--- src/rtl/riscv_pkg.sv ---
// Shared definitions for the 64-bit RV pipeline.
// Contents:
//   XLEN         datapath width
//   op_type_e    decoded instruction class from ID
//   ALU_*        4-bit ALU operation codes as seen by the ALU
//   ex_regs_t    contents of the ID/EX pipeline register
//   alu_op_encode / rs2_used helpers used by the ID/EX stage
package riscv_pkg;

    localparam int unsigned XLEN = 64;

    typedef enum logic [1:0] {
        OpRArith = 2'b00,
        OpIArith = 2'b01,
        OpLdSt   = 2'b10,
        OpBranch = 2'b11
    } op_type_e;

    localparam logic [3:0] ALU_ADD = 4'b0000;
    localparam logic [3:0] ALU_SUB = 4'b1000;
    localparam logic [3:0] ALU_SLL = 4'b0001;
    localparam logic [3:0] ALU_SLT = 4'b0010;
    localparam logic [3:0] ALU_XOR = 4'b0100;
    localparam logic [3:0] ALU_SRL = 4'b0101;
    localparam logic [3:0] ALU_SRA = 4'b1101;
    localparam logic [3:0] ALU_OR  = 4'b0110;
    localparam logic [3:0] ALU_AND = 4'b0111;

    typedef struct packed {
        logic            valid;
        logic [XLEN-1:0] pc;
        logic [XLEN-1:0] rs1_data;
        logic [XLEN-1:0] rs2_data;
        logic [XLEN-1:0] imm;
        logic [4:0]      rs1;
        logic [4:0]      rs2;
        logic [4:0]      rd;
        logic [3:0]      alu_op;
        logic            alu_src;
        logic            reg_write;
        logic            mem_read;
        logic            mem_write;
        logic            mem_to_reg;
    } ex_regs_t;

    // I-arith only keeps funct7_5 for the shift-right pair; elsewhere that bit
    // belongs to the immediate and must not turn e.g. addi into sub.
    function automatic logic [3:0] alu_op_encode(input logic [1:0] op_type,
                                                 input logic [2:0] funct3,
                                                 input logic       funct7_5);
        logic [3:0] op;
        op = ALU_ADD;
        unique case (op_type_e'(op_type))
            OpRArith: op = {funct7_5, funct3};
            OpIArith: op = (funct3 == 3'b101) ? {funct7_5, 3'b101} : {1'b0, funct3};
            OpLdSt:   op = ALU_ADD;
            OpBranch: op = ALU_SUB;
            default:  op = ALU_ADD;
        endcase
        return op;
    endfunction

    function automatic logic rs2_used(input logic [1:0] op_type, input logic mem_write);
        return (op_type == OpRArith) || (op_type == OpBranch) || mem_write;
    endfunction

endpackage

--- src/rtl/fwd_mux.sv ---
// Operand forwarding select for one source register.
// Ports:
//   mem_reg_write/mem_rd/mem_result  EX/MEM forward source (highest priority)
//   wb_reg_write/wb_rd/wb_result     MEM/WB forward source
//   rs                               source register address held in EX
//   reg_data                         operand captured at ID
//   data_out                         resolved operand
module fwd_mux
    import riscv_pkg::*;
(
    input  logic            mem_reg_write,
    input  logic [4:0]      mem_rd,
    input  logic [XLEN-1:0] mem_result,
    input  logic            wb_reg_write,
    input  logic [4:0]      wb_rd,
    input  logic [XLEN-1:0] wb_result,
    input  logic [4:0]      rs,
    input  logic [XLEN-1:0] reg_data,
    output logic [XLEN-1:0] data_out
);

    logic hit_mem;
    logic hit_wb;

    // x0 is hard-wired zero, so a pending write to it must never forward.
    assign hit_mem = mem_reg_write && (mem_rd == rs) && (rs != 5'd0);
    assign hit_wb  = wb_reg_write && (wb_rd == rs) && (rs != 5'd0);

    always_comb begin
        data_out = reg_data;
        if (hit_mem) begin
            data_out = mem_result;
        end else if (hit_wb) begin
            data_out = wb_result;
        end
    end

endmodule

--- src/rtl/id_ex_stage.sv ---
// ID/EX pipeline register feeding the ALU.
// Captures decoded operands/control from ID, encodes the ALU op, resolves
// MEM/WB forwarding in EX, detects load-use hazards and honours flushes.
// Ports:
//   clk, rst_n                         clock, async active-low reset
//   id_*                               decoded instruction from ID
//   flush                              taken branch in EX; squash ID
//   mem_reg_write/mem_rd/mem_result    EX/MEM forward source
//   wb_reg_write/wb_rd/wb_result       MEM/WB forward source
//   hazard_stall                       hold PC and IF/ID this cycle
//   ex_valid, ex_pc, ex_rd             EX instruction state
//   ex_data1, ex_data2, ex_alu_op      ALU operands and operation
//   ex_store_data                      forwarded rs2 for stores
//   ex_reg_write..ex_mem_to_reg        control, gated by ex_valid
module id_ex_stage
    import riscv_pkg::*;
(
    input  logic            clk,
    input  logic            rst_n,
    input  logic            id_valid,
    input  logic [XLEN-1:0] id_pc,
    input  logic [XLEN-1:0] id_rs1_data,
    input  logic [XLEN-1:0] id_rs2_data,
    input  logic [XLEN-1:0] id_imm,
    input  logic [4:0]      id_rs1,
    input  logic [4:0]      id_rs2,
    input  logic [4:0]      id_rd,
    input  logic [2:0]      id_funct3,
    input  logic            id_funct7_5,
    input  logic [1:0]      id_op_type,
    input  logic            id_alu_src,
    input  logic            id_reg_write,
    input  logic            id_mem_read,
    input  logic            id_mem_write,
    input  logic            id_mem_to_reg,
    input  logic            flush,
    input  logic            mem_reg_write,
    input  logic [4:0]      mem_rd,
    input  logic [XLEN-1:0] mem_result,
    input  logic            wb_reg_write,
    input  logic [4:0]      wb_rd,
    input  logic [XLEN-1:0] wb_result,
    output logic            hazard_stall,
    output logic            ex_valid,
    output logic [XLEN-1:0] ex_data1,
    output logic [XLEN-1:0] ex_data2,
    output logic [3:0]      ex_alu_op,
    output logic [XLEN-1:0] ex_store_data,
    output logic [XLEN-1:0] ex_pc,
    output logic [4:0]      ex_rd,
    output logic            ex_reg_write,
    output logic            ex_mem_read,
    output logic            ex_mem_write,
    output logic            ex_mem_to_reg
);

    ex_regs_t ex_q;
    ex_regs_t ex_d;

    logic            load_in_ex;
    logic            rs1_dep;
    logic            rs2_dep;
    logic [XLEN-1:0] fwd_rs1;
    logic [XLEN-1:0] fwd_rs2;

    // Load-use detection uses the gated load flag so a bubble never stalls.
    assign load_in_ex = ex_q.valid && ex_q.mem_read && (ex_q.rd != 5'd0);
    assign rs1_dep    = (ex_q.rd == id_rs1);
    assign rs2_dep    = (ex_q.rd == id_rs2) && rs2_used(id_op_type, id_mem_write);
    // Flush squashes the dependent instruction anyway, so it must not stall.
    assign hazard_stall = load_in_ex && id_valid && (rs1_dep || rs2_dep) && !flush;

    always_comb begin
        ex_d = ex_q;
        if (flush || hazard_stall) begin
            // Bubble: data fields keep stale values, only validity/control drop.
            ex_d.valid      = 1'b0;
            ex_d.reg_write  = 1'b0;
            ex_d.mem_read   = 1'b0;
            ex_d.mem_write  = 1'b0;
            ex_d.mem_to_reg = 1'b0;
        end else begin
            ex_d.valid      = id_valid;
            ex_d.pc         = id_pc;
            ex_d.imm        = id_imm;
            ex_d.rs1        = id_rs1;
            ex_d.rs2        = id_rs2;
            ex_d.rd         = id_rd;
            ex_d.alu_op     = alu_op_encode(id_op_type, id_funct3, id_funct7_5);
            ex_d.alu_src    = id_alu_src;
            ex_d.reg_write  = id_reg_write;
            ex_d.mem_read   = id_mem_read;
            ex_d.mem_write  = id_mem_write;
            ex_d.mem_to_reg = id_mem_to_reg;
            // Register file is not write-through: pick up the WB write here.
            ex_d.rs1_data = (wb_reg_write && (wb_rd != 5'd0) && (wb_rd == id_rs1)) ?
                            wb_result : id_rs1_data;
            ex_d.rs2_data = (wb_reg_write && (wb_rd != 5'd0) && (wb_rd == id_rs2)) ?
                            wb_result : id_rs2_data;
        end
    end

    always_ff @(posedge clk or negedge rst_n) begin
        if (!rst_n) begin
            ex_q <= '0;
        end else begin
            ex_q <= ex_d;
        end
    end

    fwd_mux u_fwd_rs1 (
        .mem_reg_write (mem_reg_write),
        .mem_rd        (mem_rd),
        .mem_result    (mem_result),
        .wb_reg_write  (wb_reg_write),
        .wb_rd         (wb_rd),
        .wb_result     (wb_result),
        .rs            (ex_q.rs1),
        .reg_data      (ex_q.rs1_data),
        .data_out      (fwd_rs1)
    );

    fwd_mux u_fwd_rs2 (
        .mem_reg_write (mem_reg_write),
        .mem_rd        (mem_rd),
        .mem_result    (mem_result),
        .wb_reg_write  (wb_reg_write),
        .wb_rd         (wb_rd),
        .wb_result     (wb_result),
        .rs            (ex_q.rs2),
        .reg_data      (ex_q.rs2_data),
        .data_out      (fwd_rs2)
    );

    assign ex_valid      = ex_q.valid;
    assign ex_data1      = fwd_rs1;
    assign ex_data2      = ex_q.alu_src ? ex_q.imm : fwd_rs2;
    assign ex_store_data = fwd_rs2;
    assign ex_alu_op     = ex_q.alu_op;
    assign ex_pc         = ex_q.pc;
    assign ex_rd         = ex_q.rd;
    assign ex_reg_write  = ex_q.reg_write  && ex_q.valid;
    assign ex_mem_read   = ex_q.mem_read   && ex_q.valid;
    assign ex_mem_write  = ex_q.mem_write  && ex_q.valid;
    assign ex_mem_to_reg = ex_q.mem_to_reg && ex_q.valid;

endmodule

--- config.mk ---
export PLATFORM = sky130hd
export DESIGN_NAME = id_ex_stage
export DESIGN_NICKNAME = d
export VERILOG_FILES = /design/src/rtl/riscv_pkg.sv /design/src/rtl/fwd_mux.sv /design/src/rtl/id_ex_stage.sv
export SDC_FILE = /design/constraint.sdc
export NUM_CORES = 1
export LEC_CHECK = 0
export CORE_AREA = 2 2 271 273
export DETAILED_ROUTE_END_ITERATION = 10
export DIE_AREA = 0 0 273 275
export DONT_BUFFER_PORTS = 1
export PLACE_DENSITY = 0.37
export SLEW_MARGIN = 20
export SYNTH_ARGS = -nofsm -noshare
export SYNTH_HDL_FRONTEND = slang
export SYNTH_SLANG_ARGS = --single-unit
--- constraint.sdc ---
create_clock -name clk -period 4.15 [get_ports clk]
set_clock_uncertainty 0.15 [all_clocks]
set_input_delay 0.83 -clock clk [delete_from_list [all_inputs] [get_ports clk]]
set_output_delay 0.83 -clock clk [all_outputs]
set_load 0.01 [all_outputs]
==> reports/results.ini <==
[outcome]
status=finished, violations left
violations=hold timing

[worst_setup_path]
crit_type=register to primary output
crit_buf_inv=2
crit_top_cell=buf_12
worstPathArrival_ns=3.01
cp-end-kind=primary output
path_delay_family=simple AND/OR/NAND/NOR gates
max_stage_delay_ns=0.58
required_ns=3.17
cp_slowest_cell=or4_4
path_max_fanout=32
cp-start-kind=register
path_cells=or4_4 -> o211ai_4 -> buf_12 -> buf_12 -> nor3_1 -> a31oi_1 -> mux2_2

[clocking]
clock-sinks=281
cts-buffers-inserted=38
clkTransAtPathRegs_ns=0.06
clock-root-buffer=clkbuf_16
cts_tree=done
htree_levels=2
clk_path_buf_depth=3
clkLatencyLatePin_ns=0.53

[cells_and_area]
area_growth_pct=14.4
utilization_pct=28.1
drive_above_1_share_pct=42.2
stdcell_area_um2=20400
nets=1985

[die]
die_x_um=273
num_rows=99
start_util_pct=24.6
core_um2=72300
boundaryPins=697
die_y_um=275
dieArea_um2=75100

[place]
place_area_um2=18900
gp_congestion=0.823
dpl.hpwl_mm=49.1
io_buffers=0

[power_and_ir_drop]
p_per_area_nw_per_um2=412
p_leak_nw=7.85
vdd_drop_max_mv=0.286

[sta]
rsz0062_at_grt=false
slew_headroom_pct=34.1
setup_viol=0
fin_hold_ws_ns=-0.169
drv_slew=0
fin_setup_tns_ns=0
finalHoldViolCount=281
worstMarginPinSlew_ns=0.988
max_freq_ghz=0.251
fin_crit_sh_pct=96.0
period_minus_slack_ns=3.99

[synth]
yosys.cell_types.count=40
yosysWarnings=0
synthesis.area_um2=17800
synthCells=1586
syn_area_per_cell_um2=11.2
ys_seq_area_share_pct=39.5
ys_seq_elements=281
synthesis.nets=2015

[grt]
antenna_found_initial=7
grt_overflow=0
grt_start_max_net_pins=282
grt_usage_pct=18.2
grt_pass1_wl_mm=100
grt_pass1_vias=13400

[detailed_routing]
wirelength_mm=71.9
drt_iter0_drc=690
ant_nets=0
drc=0
vias_per_cell=5.01
vias=12700
first_pass_iters=4
routedWlPerCell_um=28.3

[job]
maxCapViolCount=0

[hold_path]
hold_class=input port to asynchronous set/reset pin

state kept, by name, indices dropped and copies added, names as in the netlist:
| name | cells |
|---|---|
| ex_q | 207 |
| ex_pc | 64 |
| ex_rd | 5 |
| ex_alu_op | 4 |
| ex_valid | 1 |
layer usage:
| metal | part of all wire (%) | track usage (%) |
|---|---|---|
| met1 | 38 | 20.9 |
| met2 | 52 | 32.8 |
| met3 | 7.3 | 4.91 |
| met4 | 2.7 | 5.75 |
| met5 | 0.015 | 0 |
placed cells by master, fill, tap and decap left out, types with 3 or more instances in the layout:
cell and instances:
and3_1 65, nor4_2 3, and2_1 4, nor3_1 65
mux2_2 385, dfrtp_1 280, nand2_1 65, nand3_1 65
nor2_1 8, clkbuf_16 41, diode_2 4, nand4_1 6
xnor2_1 21, a31oi_2 3, bufinv_16 3, o2bb2ai_1 5
o31ai_1 64, o21ai_0 69, buf_4 123, xor2_1 18
mux2i_1 67, mux2_1 15, inv_1 16, mux2_4 60
clkbuf_1 8, clkbuf_8 7, buf_12 19, ha_1 3
or2_4 5, a31oi_1 61
what timing repair did:
item,in CTS,in global routing
hold endpoints to repair,281,281
pin swaps,3,2
buffers inserted,1,4
cloned,4,0
resized for setup,7,1
endpoints found under the setup margin,123,52
where the power goes:
group	total, mW	switching (mW)	internal [mW]
Combinational	1.73	0.895	0.833
Sequential	3.26	0.234	3.03
Clock	3.39	1.30	2.09
Total	8.38	2.43	5.95
cell families after synthesis:
family,after synthesis,synth area share (%)
AO/OA/AOI/OAI,208,7.44
XOR/XNOR,40,1.97
multiplexers,527,34.1
AND/OR/NAND/NOR,294,8.74
flip-flops,281,39.5
buffers and inverters,233,8.03
adder cells (fa/ha/maj),3,0.211
stage by stage:
step	worst slack [ns]	cells	hold WS, ns	total power, mW
after global placement	0.193	2465	0.330	5.00
after CTS	-0.114	2533	-0.212	8.54
after detailed placement	0.191	2465	0.338	5.01
after global routing	0.0308	2542	-0.206	8.76
final	0.164	2542	-0.169	8.38
after floorplan	0.741	1586	0.315	4.49
synth_stat cells, drive strengths merged:
cell type	n	area share, %
and4	1	0.049
ha	3	0.21
nand3	65	1.8
inv	16	0.34
a21oi	1	0.028
a31oi	64	2.2
o211ai	1	0.070
mux2	460	30
xnor2	22	1.1
clkbuf	56	1.2
o2bb2ai	5	0.25
xor2	18	0.89
or4	3	0.17
nand2	66	1.4
a2111o	1	0.063
nand4	6	0.21
a211o	2	0.098
o21ai	69	1.9
o31ai	64	2.7
and2	4	0.14
or2	2	0.070
and4b	1	0.056
nor4	6	0.41
buf	161	6.5
mux2i	67	3.8
dfrtp	281	40
nor2	10	0.30
and3	65	2.3
nor3	65	1.8
a211oi	1	0.042
worst paths after layout:
path	start	to	slack [ns]	depth (start not counted)
max in group asynchronous	rst_n	ex_q[163]	3.54	0
min	rst_n	ex_pc[33]	-0.17	0
min reg2reg	ex_q[41]	ex_q[41]	0.35	1
min in group clk	id_mem_read	ex_q[2]	0.24	2
max	ex_q[18]	ex_data2[34]	0.16	7
max reg2reg	ex_rd[2]	ex_q[70]	1.29	7
area by class of cell:
| type | instances | area (µm²) |
|---|---|---|
| Fill cell | 7572 | 52000 |
| Multi-Input combinational cell | 1075 | 9440 |
| Sequential cell | 281 | 7040 |
| Timing Repair Buffer | 144 | 1350 |
| Tap cell | 959 | 1200 |
| Clock buffer | 56 | 1150 |
| Clock inverter | 7 | 115 |
| Inverter | 16 | 60.1 |
| Antenna cell | 4 | 10.0 |
No activity file was read; power rests on OpenSTA's default activity.
